### config.mk
export PLATFORM = sky130hd
export DESIGN_NAME = alu_slice_serial
export DESIGN_NICKNAME = d
export VERILOG_FILES = /design/src/rtl/alu_slice_serial.sv
export SDC_FILE = /design/constraint.sdc
export NUM_CORES = 1
export LEC_CHECK = 0
export CAP_MARGIN = 25
export CELL_PAD_IN_SITES_DETAIL_PLACEMENT = 0
export CELL_PAD_IN_SITES_GLOBAL_PLACEMENT = 1
export CORE_MARGIN = 4
export CORE_UTILIZATION = 40
export DETAILED_ROUTE_END_ITERATION = 8
export DONT_BUFFER_PORTS = 1
export HOLD_SLACK_MARGIN = 0.12
export PLACE_DENSITY_LB_ADDON = 0.1
export SYNTH_ARGS = -nofsm -noshare
export SYNTH_HDL_FRONTEND = slang
export SYNTH_SLANG_ARGS = --single-unit
### constraint.sdc
create_clock -name clk -period 6.88 [get_ports clk]
set_input_delay 2.064 -clock clk [delete_from_list [all_inputs] [get_ports clk]]
set_output_delay 2.064 -clock clk [all_outputs]
set_load 0.02 [all_outputs]
### src/rtl/alu_slice_serial.sv
// alu_slice_serial: digit-serial ALU. WIDTH-bit operands are processed SLICE
// bits per clock, low slice first, through an AND/OR/ADD/LESS style cell with
// a registered carry between slices. Operands enter and results leave over
// valid/ready handshakes.
//
// Optional feature macro: ALU_SLICE_FLAGS_EN
//   defined   -> cout, overflow and zero are computed and registered
//   undefined -> cout, overflow and zero are tied to 0
//
// Ports:
//   clk        in   clock, rising edge
//   rst        in   asynchronous active-high reset
//   in_valid   in   operands/op valid
//   in_ready   out  block can accept (high only in IDLE)
//   a, b       in   WIDTH-bit operands
//   op         in   4-bit operation code
//   out_valid  out  result valid (held until out_ready)
//   out_ready  in   consumer accepts result
//   result     out  WIDTH-bit result
//   cout       out  carry out of MSB (ADD/SUB only)
//   overflow   out  signed overflow (ADD/SUB only)
//   zero       out  result == 0
module alu_slice_serial #(
  parameter int WIDTH = 32,
  parameter int SLICE = 8
) (
  input  logic             clk,
  input  logic             rst,
  input  logic             in_valid,
  output logic             in_ready,
  input  logic [WIDTH-1:0] a,
  input  logic [WIDTH-1:0] b,
  input  logic [3:0]       op,
  output logic             out_valid,
  input  logic             out_ready,
  output logic [WIDTH-1:0] result,
  output logic             cout,
  output logic             overflow,
  output logic             zero
);

  localparam int N  = WIDTH / SLICE;
  localparam int CW = (N > 1) ? $clog2(N) : 1;

  localparam logic [3:0] OP_AND = 4'b0000;
  localparam logic [3:0] OP_OR  = 4'b0001;
  localparam logic [3:0] OP_ADD = 4'b0010;
  localparam logic [3:0] OP_XOR = 4'b0011;
  localparam logic [3:0] OP_SUB = 4'b0110;
  localparam logic [3:0] OP_SLT = 4'b0111;
  localparam logic [3:0] OP_NOR = 4'b1100;

  typedef enum logic [1:0] {
    ST_IDLE = 2'd0,
    ST_RUN  = 2'd1,
    ST_DONE = 2'd2
  } state_t;

  // Operand B is inverted for SUB/SLT (a + ~b + 1) and for NOR (~a & ~b).
  function automatic logic op_binv(input logic [3:0] f_op);
    logic v_inv;
    case (f_op)
      OP_SUB, OP_SLT, OP_NOR: v_inv = 1'b1;
      default:                v_inv = 1'b0;
    endcase
    return v_inv;
  endfunction

  function automatic logic op_legal(input logic [3:0] f_op);
    logic v_ok;
    case (f_op)
      OP_AND, OP_OR, OP_XOR, OP_ADD, OP_SUB, OP_SLT, OP_NOR: v_ok = 1'b1;
      default:                                               v_ok = 1'b0;
    endcase
    return v_ok;
  endfunction

  state_t           r_state;
  state_t           w_state_nxt;
  logic [WIDTH-1:0] r_a;
  logic [WIDTH-1:0] r_b;
  logic [3:0]       r_op;
  logic             r_carry;
  logic [CW-1:0]    r_cnt;
  logic [WIDTH-1:0] r_res;
  logic             r_in_ready;
  logic             r_out_valid;

  logic             w_accept;
  logic             w_last;
  logic             w_ainv;
  logic             w_binv;
  logic [SLICE-1:0] w_a_s;
  logic [SLICE-1:0] w_b_s;
  logic [SLICE-1:0] w_sum;
  logic [SLICE-1:0] w_slice_res;
  logic             w_slice_cout;
  logic             w_c_msb_in;
  logic             w_ovf_raw;
  logic [WIDTH-1:0] w_res_shift;
  logic [WIDTH-1:0] w_final;

  assign w_accept  = (r_state == ST_IDLE) && in_valid;
  assign w_last    = (r_cnt == CW'(N - 1));
  assign w_ovf_raw = w_c_msb_in ^ w_slice_cout;

  // Slice datapath: ripple through SLICE cells starting from the carry register.
  always_comb begin
    logic v_c;
    w_ainv     = (r_op == OP_NOR);
    w_binv     = op_binv(r_op);
    w_a_s      = r_a[SLICE-1:0] ^ {SLICE{w_ainv}};
    w_b_s      = r_b[SLICE-1:0] ^ {SLICE{w_binv}};
    w_sum      = '0;
    v_c        = r_carry;
    w_c_msb_in = r_carry;
    for (int i = 0; i < SLICE; i++) begin
      w_c_msb_in = v_c;
      w_sum[i]   = w_a_s[i] ^ w_b_s[i] ^ v_c;
      v_c        = (w_a_s[i] & w_b_s[i]) | (w_a_s[i] & v_c) | (w_b_s[i] & v_c);
    end
    w_slice_cout = v_c;

    case (r_op)
      OP_AND:                 w_slice_res = w_a_s & w_b_s;
      OP_NOR:                 w_slice_res = w_a_s & w_b_s;  // both inputs inverted
      OP_OR:                  w_slice_res = w_a_s | w_b_s;
      OP_XOR:                 w_slice_res = w_a_s ^ w_b_s;
      OP_ADD, OP_SUB, OP_SLT: w_slice_res = w_sum;
      default:                w_slice_res = '0;
    endcase
  end

  // New slice enters the result register from the top; older slices move down.
  always_comb begin
    w_res_shift = r_res >> SLICE;
    w_res_shift[WIDTH-1 -: SLICE] = w_slice_res;
  end

  // Final-result fixups applied on the last slice (SLT compare, illegal op).
  always_comb begin
    w_final = '0;
    if (r_op == OP_SLT) begin
      // Sign of a-b corrected by overflow gives the signed less-than.
      w_final[0] = w_res_shift[WIDTH-1] ^ w_ovf_raw;
    end else if (op_legal(r_op)) begin
      w_final = w_res_shift;
    end else begin
      w_final = '0;
    end
  end

  // FSM state register.
  always_ff @(posedge clk or posedge rst) begin
    if (rst) begin
      r_state <= ST_IDLE;
    end else begin
      r_state <= w_state_nxt;
    end
  end

  // FSM next-state logic.
  always_comb begin
    w_state_nxt = r_state;
    case (r_state)
      ST_IDLE: begin
        if (in_valid) w_state_nxt = ST_RUN;
        else          w_state_nxt = ST_IDLE;
      end
      ST_RUN: begin
        if (w_last) w_state_nxt = ST_DONE;
        else        w_state_nxt = ST_RUN;
      end
      ST_DONE: begin
        if (out_ready) w_state_nxt = ST_IDLE;
        else           w_state_nxt = ST_DONE;
      end
      default: w_state_nxt = ST_IDLE;
    endcase
  end

  // Registered handshake outputs, decoded from the next state.
  always_ff @(posedge clk or posedge rst) begin
    if (rst) begin
      r_in_ready  <= 1'b1;
      r_out_valid <= 1'b0;
    end else begin
      r_in_ready  <= (w_state_nxt == ST_IDLE);
      r_out_valid <= (w_state_nxt == ST_DONE);
    end
  end

  // Operand capture, slice stepping and result assembly.
  always_ff @(posedge clk or posedge rst) begin
    if (rst) begin
      r_a     <= '0;
      r_b     <= '0;
      r_op    <= 4'b0000;
      r_carry <= 1'b0;
      r_cnt   <= '0;
      r_res   <= '0;
    end else if (w_accept) begin
      r_a     <= a;
      r_b     <= b;
      r_op    <= op;
      r_carry <= op_binv(op) & (op != OP_NOR);
      r_cnt   <= '0;
    end else if (r_state == ST_RUN) begin
      r_a     <= r_a >> SLICE;
      r_b     <= r_b >> SLICE;
      r_carry <= w_slice_cout;
      r_cnt   <= r_cnt + CW'(1);
      if (w_last) r_res <= w_final;
      else        r_res <= w_res_shift;
    end else begin
      r_res <= r_res;
    end
  end

`ifdef ALU_SLICE_FLAGS_EN
  logic r_cout;
  logic r_ovf;
  logic r_zero;
  logic w_is_arith;

  assign w_is_arith = (r_op == OP_ADD) || (r_op == OP_SUB);

  // Status flags captured together with the final slice.
  always_ff @(posedge clk or posedge rst) begin
    if (rst) begin
      r_cout <= 1'b0;
      r_ovf  <= 1'b0;
      r_zero <= 1'b0;
    end else if ((r_state == ST_RUN) && w_last) begin
      r_cout <= w_is_arith & w_slice_cout;
      r_ovf  <= w_is_arith & w_ovf_raw;
      r_zero <= (w_final == '0);
    end else begin
      r_cout <= r_cout;
      r_ovf  <= r_ovf;
      r_zero <= r_zero;
    end
  end

  assign cout     = r_cout;
  assign overflow = r_ovf;
  assign zero     = r_zero;
`else
  assign cout     = 1'b0;
  assign overflow = 1'b0;
  assign zero     = 1'b0;
`endif

  assign in_ready  = r_in_ready;
  assign out_valid = r_out_valid;
  assign result    = r_res;

endmodule

==> impl_summary.md, run 1 <==
Clock tree
TritonCTS built the clock tree. The quantity of gates resized following cts is 0. The CTS clock-pin slew for the worst setup and hold paths is 0.07 ns. The number of clock buffers inserted by TritonCTS is 9. In this run the deepest clock path goes through 2 buffers.

Counting every sink on the clock net gives 107. After clock tree synthesis, the setup repair step added 0 buffers. The later pin in the worst-skew pair is clocked with a latency of 0.35 ns. The H-tree was split into 3 levels. For this design, the CTS-stage hold fixing added 0 buffers. The tree is rooted in a sky130_fd_sc_hd__clkbuf_16.

Cells and area
The post-layout instance area is 5640 um^2. The count of fill cells added during filler insertion is 1251. The finished layout holds 646 standard cells, fillers aside. The number of antenna diodes in the final layout is 0. Compared with the post-synthesis result, the final layout area differs by 8.15%. At the end of the flow, the number of nets in the layout was 566. The fraction of layout instances using a drive strength above 1 is 7.59%.

Timing
The post-route worst setup slack is 0.617 ns. The achievable clock frequency is 160 MHz. Setup violations remaining at the end of the flow were counted as 0. The minimum clock period after layout is 6.26 ns.

Setup repair after global routing left no endpoint under its margin. The period utilization is 91.0%. The total count of hold-check failures in the final report is 0. The count of final max-slew check failures is 0. The worst-case headroom to the max-slew limit is 44.3%. The summed negative setup slack over all endpoints is 0 ns.

Clock skew on the completed layout was measured at 0.00467 ns. For the pin with the worst max-slew slack, the measured transition is 0.836 ns.

Global routing
The number of global-route vias before repair is 3798. The all-layer global routing usage is 17.7%. Entering global routing, the biggest net connects 63 pins.

The sum of overflow across all layers after global routing is 0. The first global-routing pass estimated 20500 um of wire. The number of antenna violations at the first check in global routing was 0.

Yosys
The average instance in the mapped netlist occupies 10.6 um^2. Synthesis instantiated 41 different standard cells from the library. The cell type contributing the most total cell area after synthesis is sky130_fd_sc_hd__dfrtp_1. The commonest cells after synthesis are sky130_fd_sc_hd__dfrtp_1, sky130_fd_sc_hd__o21ai_0, sky130_fd_sc_hd__nand2_1. Yosys mapped a number of flops with a built-in enable equal to 0. The synthesized area is 5220 um^2. The number of standard cells after synthesis is 492. The most used flip-flop cell after synthesis is sky130_fd_sc_hd__dfrtp_1. Of all flip-flops after synthesis, the portion carrying an async set or reset was 100%.

Synthesis inferred 107 register bits. The most instantiated library cell after synthesis is sky130_fd_sc_hd__dfrtp_1. Yosys printed 0 warnings. After synthesis, the cell types taking the most area are sky130_fd_sc_hd__dfrtp_1, sky130_fd_sc_hd__a22o_1, sky130_fd_sc_hd__a22oi_1. The top cell type's share of synthesized area is 50.8%. After synthesis, flip-flops and latches occupy 51.3% of the total area.

Drt
The number of design rule violations left after detail routing is 0. After detailed routing, the average wire length per cell comes to 19.2 um. The starting DRC count in detailed routing is 176. The routed wire length is 12400 um. The post-detailed-route count of antenna-violating nets is 0. The routed via count divided by cell count is 5.58.

The number of search-and-repair iterations in the first detailed-routing pass is 4. The routed layout has 3606 vias.

Pwr
In this run, flip-flops and latches consume 38.8% of the power. IR analysis of the VDD net gives a maximum drop of 0.173 mV. Per report_power, the clock group accounts for 17.5% of the total. The total power per unit cell area is 541 nW/um^2.

Of the total power, the share spent switching nets is 44.1%. The internal power is 0.00171 W. For this design the static power due to leakage is 2.56 nW. In this run, the combinational gates consume 43.7% of the power.

Summed over all nets, the switching power comes to 0.00135 W.

Floorplanning
The site row count is 41. The die span in y is 122 um. The die covers 14900 um^2. Pin placement for this block handled 109 I/O pins. The width of the chip is 122 um. The core area is 12700 um^2. Once the floorplan was initialized, standard cells occupied 41.0% of the core.

Outcome
The flow ran to the end, and the final reports show no timing, DRC or antenna violations.

Worst setup path
The critical path is of the register to register type. The largest individual stage delay along the critical path comes from the cell sky130_fd_sc_hd__dfrtp_1. Counting stages on the worst path, the most repeated cell is sky130_fd_sc_hd__fa_1. The maximum fanout count along the critical path is 16.

STA classifies the critical path endpoint as a register. The data arrival time at the worst-slack endpoint is 6.49 ns. The worst setup path is launched from a register. The critical path goes through nor3b_1 > and2_1 > xor2_1 > fa_1 > inv_1 > fa_1 > fa_1 > fa_1 > fa_1 > fa_1 > fa_1 > inv_1 > fa_1 > and3_1 > a311o_2 > xnor2_1 > o211ai_2. The data required time of the critical path is 7.11 ns.

The largest single stage delay on the critical path is 0.65 ns.

Placement
The placed instances occupy a cell area of 5330 um^2. The HPWL after detailed placement is 8510 um. Timing analysis after detailed placement gives a worst setup slack of 0.591 ns. The instance count after placement with tap cells included is 630. During placement, the flow inserted port buffers numbering 0. The congestion estimate from routability-driven global placement came to 0.784.

Run
The max-capacitance violation count is 0.

Hold path
The class of the worst hold path is register to register.
[layer usage]
metal,wire length [um],up-vias,global-route usage [%]
met5,0,-,0
met4,131,0,6.16
met3,789,10,6.04
met2,6020,83,27.0
met1,5490,1804,23.5
li1,-,1709,-
[cell families after synthesis]
family                     Yosys count  synth area share [%]
DFF                                107                  51.3
and+or+nand+nor                     84                  7.00
muxes                                5                  1.03
adders and majority gates           25                  7.14
xor gates and xnor gates            19                  3.19
other                                1                0.0719
AOI/OAI and AO/OA                  188                  25.1
buffers and inverters               63                  5.15
[cell type report]
type / instances / area [um^2] / share of cell area [%]
Inverter: 20 / 77.6 / 1.37
Clock inverter: 7 / 86.3 / 1.53
Clock buffer: 9 / 225 / 3.99
Tap cell: 172 / 215 / 3.81
Sequential cell: 107 / 2680 / 47.5
Multi-Input combinational cell: 324 / 2300 / 40.7
Timing Repair Buffer: 7 / 60.1 / 1.06
[cell usage in the layout, fill, tap and decap left out, types with 2 or more instances in the layout]
cell	instances
sky130_fd_sc_hd__a211o_1	6
sky130_fd_sc_hd__a211oi_1	6
sky130_fd_sc_hd__a21o_1	6
sky130_fd_sc_hd__a21oi_1	9
sky130_fd_sc_hd__a22o_1	42
sky130_fd_sc_hd__a22oi_1	48
sky130_fd_sc_hd__buf_4	6
sky130_fd_sc_hd__clkbuf_16	9
sky130_fd_sc_hd__conb_1	3
sky130_fd_sc_hd__dfrtp_1	105
sky130_fd_sc_hd__fa_1	8
sky130_fd_sc_hd__ha_1	17
sky130_fd_sc_hd__inv_1	19
sky130_fd_sc_hd__inv_6	3
sky130_fd_sc_hd__mux2_2	3
sky130_fd_sc_hd__mux2i_1	2
sky130_fd_sc_hd__nand2_1	57
sky130_fd_sc_hd__nand2b_1	5
sky130_fd_sc_hd__nor2_1	10
sky130_fd_sc_hd__nor2b_1	3
sky130_fd_sc_hd__o21ai_0	61
sky130_fd_sc_hd__o31ai_1	2
sky130_fd_sc_hd__xnor2_1	10
sky130_fd_sc_hd__xor2_1	9
[per-stage QoR]
stage / hold WS, ns / total power [W] / utilization, %
finish: 0.482 / 0.00306 / 44.4
CTS: 0.488 / 0.00310 / 44.4
global route: 0.506 / 0.00334 / 44.4
global placement: 0.464 / 0.00253 / 41.8
floorplan: 0.450 / 0.00221 / -
detailed placement: 0.471 / 0.00256 / 41.9
[final timing paths]
| check | start | endpoint | slack [ns] | depth (start not counted) |
|---|---|---|---|---|
| worst min register to register | r_a[10] | r_a[10] | 0.48 | 2 |
| worst min-delay path | r_a[10] | r_a[10] | 0.48 | 2 |
| worst max register to register | r_op[3] | result[0] | 0.62 | 17 |
| worst max-delay path | r_op[3] | result[0] | 0.62 | 17 |
| max in group asynchronous | rst | r_carry | 4.05 | 2 |
| min in group asynchronous | rst | r_cnt[0] | 1.64 | 1 |
[sequential cells by signal, indices dropped and copies added (netlist names)]
signal     cells
r_b           32
r_state        2
r_op           4
result        32
in_ready       1
r_a           32
r_cnt          2
out_valid      1
r_carry        1
[worst max-delay path, delay by kind of cell (launching register included)]
family / cells / cell delay [ns]
adders and majority gates: 8 / 3.39
and+or+nand+nor: 3 / 0.96
DFF: 1 / 0.65
xor gates and xnor gates: 2 / 0.56
AOI/OAI and AO/OA: 2 / 0.41
buffers and inverters: 2 / 0.15
[power by group through the flow]
stage / Sequential, W / Combinational [W] / Clock, W
2_1_floorplan: 0.00112 / 0.00109 / 0
3_3_place_gp: 0.00120 / 0.00133 / 0
3_5_place_dp: 0.00120 / 0.00135 / 0
4_1_cts: 0.00119 / 0.00136 / 0.000551
5_1_grt: 0.00123 / 0.00154 / 0.000578
6_report: 0.00119 / 0.00134 / 0.000534
(Power assumes the default switching activity.)
==> run 2: changes to the inputs <==
- CTS_CLUSTER_SIZE: not set -> 40
- SETUP_SLACK_MARGIN: not set -> 0.4
==> impl_summary.md, run 2 (synthesis gave the netlist of run 1 again) <==
Timing
The summed negative setup slack over all endpoints is 0 ns (unchanged). Setup repair after global routing left no endpoint under its margin. The achievable clock frequency was 167 MHz (+4.3%). The clock skew after layout came to 0.00918 ns (+0.00450 ns). The total count of hold-check failures in the final report came to 0 (unchanged).

The minimum hold slack came to 0.484 ns (+0.00147 ns). The post-route worst setup slack is 0.875 ns (+0.258 ns). The period utilization is 87.3% (-3.7 points).

The slew at the pin closest to its max-slew limit is 0.835 ns (-0.000768 ns). The worst-case headroom to the max-slew limit is 44.3% (+0.051 points). The count of final max-slew check failures is 0 (unchanged). The number of setup violations in the final report was 0 (unchanged). The minimum clock period after layout is 6.01 ns (-0.258 ns).

Pwr
The leakage power summed over all cells is 2.56 nW (about the same). The total power consumption of the routed design is 0.00306 W (about the same). The total power per unit cell area is 542 nW/um^2 (about the same). The combinational power share is 43.6% (about the same). The internal power came to 0.00171 W (about the same). The worst IR drop on VDD is 0.176 mV (+1.6%). The switching power total is 0.00135 W (+0.14%).

The share of total power in sequential cells came to 38.8% (about the same). The switching portion of total power is 44.2% (about the same). The clock network fraction of total power was 17.5% (about the same).

Cells and area
The library cell used most frequently in the layout, excluding fill and tap cells, is sky130_fd_sc_hd__dfrtp_1. The top cell types in the final layout, fill and taps aside, are sky130_fd_sc_hd__dfrtp_1, sky130_fd_sc_hd__o21ai_0, sky130_fd_sc_hd__nand2_1. The count of nets after finishing is 566 (unchanged). The area added between synthesis and finish came to 8.20% (about the same). The fraction of layout instances using a drive strength above 1 was 8.02% (+0.42 points).

The count of fill cells added during filler insertion is 1249 (-0.16%). The final antenna diode count was 0 (unchanged).

Clock tree
The number of buffers inserted to repair setup after CTS was 0 (unchanged). The number of clock buffers inserted by TritonCTS is 9 (unchanged). TritonCTS built the clock tree. The CTS clock-pin slew for the worst setup and hold paths is 0.07 ns (about the same).

The master cell of the clock root buffer is sky130_fd_sc_hd__clkbuf_16. The number of clock sinks was 107 (unchanged). The clock insertion delay at the later pin of the skew report is 0.36 ns (about the same).

The maximum count of clock buffers along a single path is 2 (unchanged). The number of levels in the clock H-tree is 3 (unchanged).

Drt
The routed wire length was 12400 um (+0.11%). The starting DRC count in detailed routing is 176 (unchanged). The routed via count divided by cell count came to 5.59 (+0.11%). The number of design rule violations left after detail routing was 0 (unchanged). The post-detailed-route wirelength per cell came to 19.3 um (+0.11%). The number of vias in the routed layout is 3610 (+0.11%). The number of search-and-repair iterations in the first detailed-routing pass is 4 (unchanged).

The post-detailed-route count of antenna-violating nets is 0 (unchanged).

Placement
The worst setup slack after placement is 0.591 ns (unchanged). The weighted congestion at the end of routability-driven global placement was 0.784 (unchanged). The number of input and output port buffers inserted came to 0 (unchanged).

The detailed placement HPWL came to 8510 um (unchanged).

Hold path
The class of the worst hold path is register to register. The worst min-delay path startpoint is r_a[10].

Run
The max-capacitance violation count is 0 (unchanged).

Worst setup path
STA classifies the critical path startpoint as a register. The launch instance of the worst register-to-register path is r_op[1]. Among the stages of the critical path, the cell type that occurs most often is sky130_fd_sc_hd__fa_1. The slowest stage of the critical path is the sky130_fd_sc_hd__dfrtp_1 cell. The critical path starts at r_op[1]. The data required time of the critical path came to 7.12 ns (about the same).

The largest incremental delay on the critical path was 0.53 ns (-0.12 ns). The data arrival time at the worst-slack endpoint is 6.24 ns (-0.25 ns). Traced cell by cell, the critical path runs through nor3b_1 > and2_2 > xor2_1 > fa_1 > inv_1 > fa_1 > fa_1 > fa_1 > fa_1 > fa_1 > fa_1 > inv_1 > fa_1 > and3_1 > a311o_2 > xnor2_1 > o211ai_2. The kind of capture point of the worst setup path is a register. The startpoint-to-endpoint class of the critical path is register to register. The maximum fanout count along the critical path is 13 (-3).

Floorplanning
The core area is 12700 um^2 (unchanged). The overall die area is 14900 um^2 (unchanged). The site row count is 41 (unchanged).

The width of the chip is 122 um (unchanged). The starting density of the core is 41.0% (unchanged). The die span in y is 122 um (unchanged). The number of top-level pins came to 109 (unchanged).

Global routing
The first-pass GRT wire length is 20500 um (unchanged). The all-layer global routing usage came to 17.7% (unchanged). The number of global-route vias before repair is 3798 (unchanged).

The number of antenna violations at the first check in global routing was 0 (unchanged). The largest net degree at the start of global routing is 63 (unchanged). The sum of overflow across all layers after global routing is 0 (unchanged).

Outcome
The flow ran to the end, and the final reports show no timing, DRC or antenna violations.
-- run 2: timing repair --
action                                  4_1_cts  5_1_grt
hold buffers                                  0        0
hold endpoints to repair                      0        0
endpoints found under the setup margin        0        2
gates resized for setup                       0        2
-- run 2: power by group through the flow --
stage	clock, W	sequential (W)	combinational, W
3_3_place_gp	0	0.00120	0.00133
5_1_grt	0.000578	0.00123	0.00154
2_1_floorplan	0	0.00112	0.00109
3_5_place_dp	0	0.00120	0.00135
6_report	0.000536	0.00119	0.00133
4_1_cts	0.000551	0.00119	0.00136
-- run 2: final timing paths --
path,end,slack (ns),cells after the start
hold / removal,r_a[10],0.48,2
min in group asynchronous,r_cnt[0],1.63,1
setup / recovery,result[0],0.87,17
hold reg to reg,r_a[10],0.48,2
max in group asynchronous,r_carry,4.05,2
setup reg to reg,result[0],0.87,17
-- run 2: layout make-up --
type | instances | area (um^2) | share of cell area [%]
multi-input combinational | 324 | 2300 | 40.7
tap | 172 | 215 | 3.81
clock inverter | 7 | 86.3 | 1.53
inverter | 20 | 77.6 | 1.37
sequential | 107 | 2680 | 47.5
clock buffer | 9 | 225 | 3.99
timing repair buffer | 7 | 60.1 | 1.06
-- run 2: through the flow --
stage	cell area, um^2	std cells	util (%)
after floorplan	5230	494	-
after global routing	5650	646	44.4
final	5650	646	44.4
after CTS	5640	646	44.4
after global placement	5320	629	41.8
after detailed placement	5330	630	41.9
-- run 2: metal layers --
metal  global-route usage (%)  part of all wire (%)
met5                        0                     0
met4                     6.16                   1.8
met3                     6.04                   6.8
met2                     27.0                    48
met1                     23.5                    44
-- run 2: critical path, delay by kind of cell, from the launching register on --
kind / cells / cell delay (ns)
flops: 1 / 0.53
buf+inv: 2 / 0.15
fa+ha+maj: 8 / 3.39
xor+xnor: 2 / 0.55
compound gates: 2 / 0.41
simple gates: 3 / 0.84
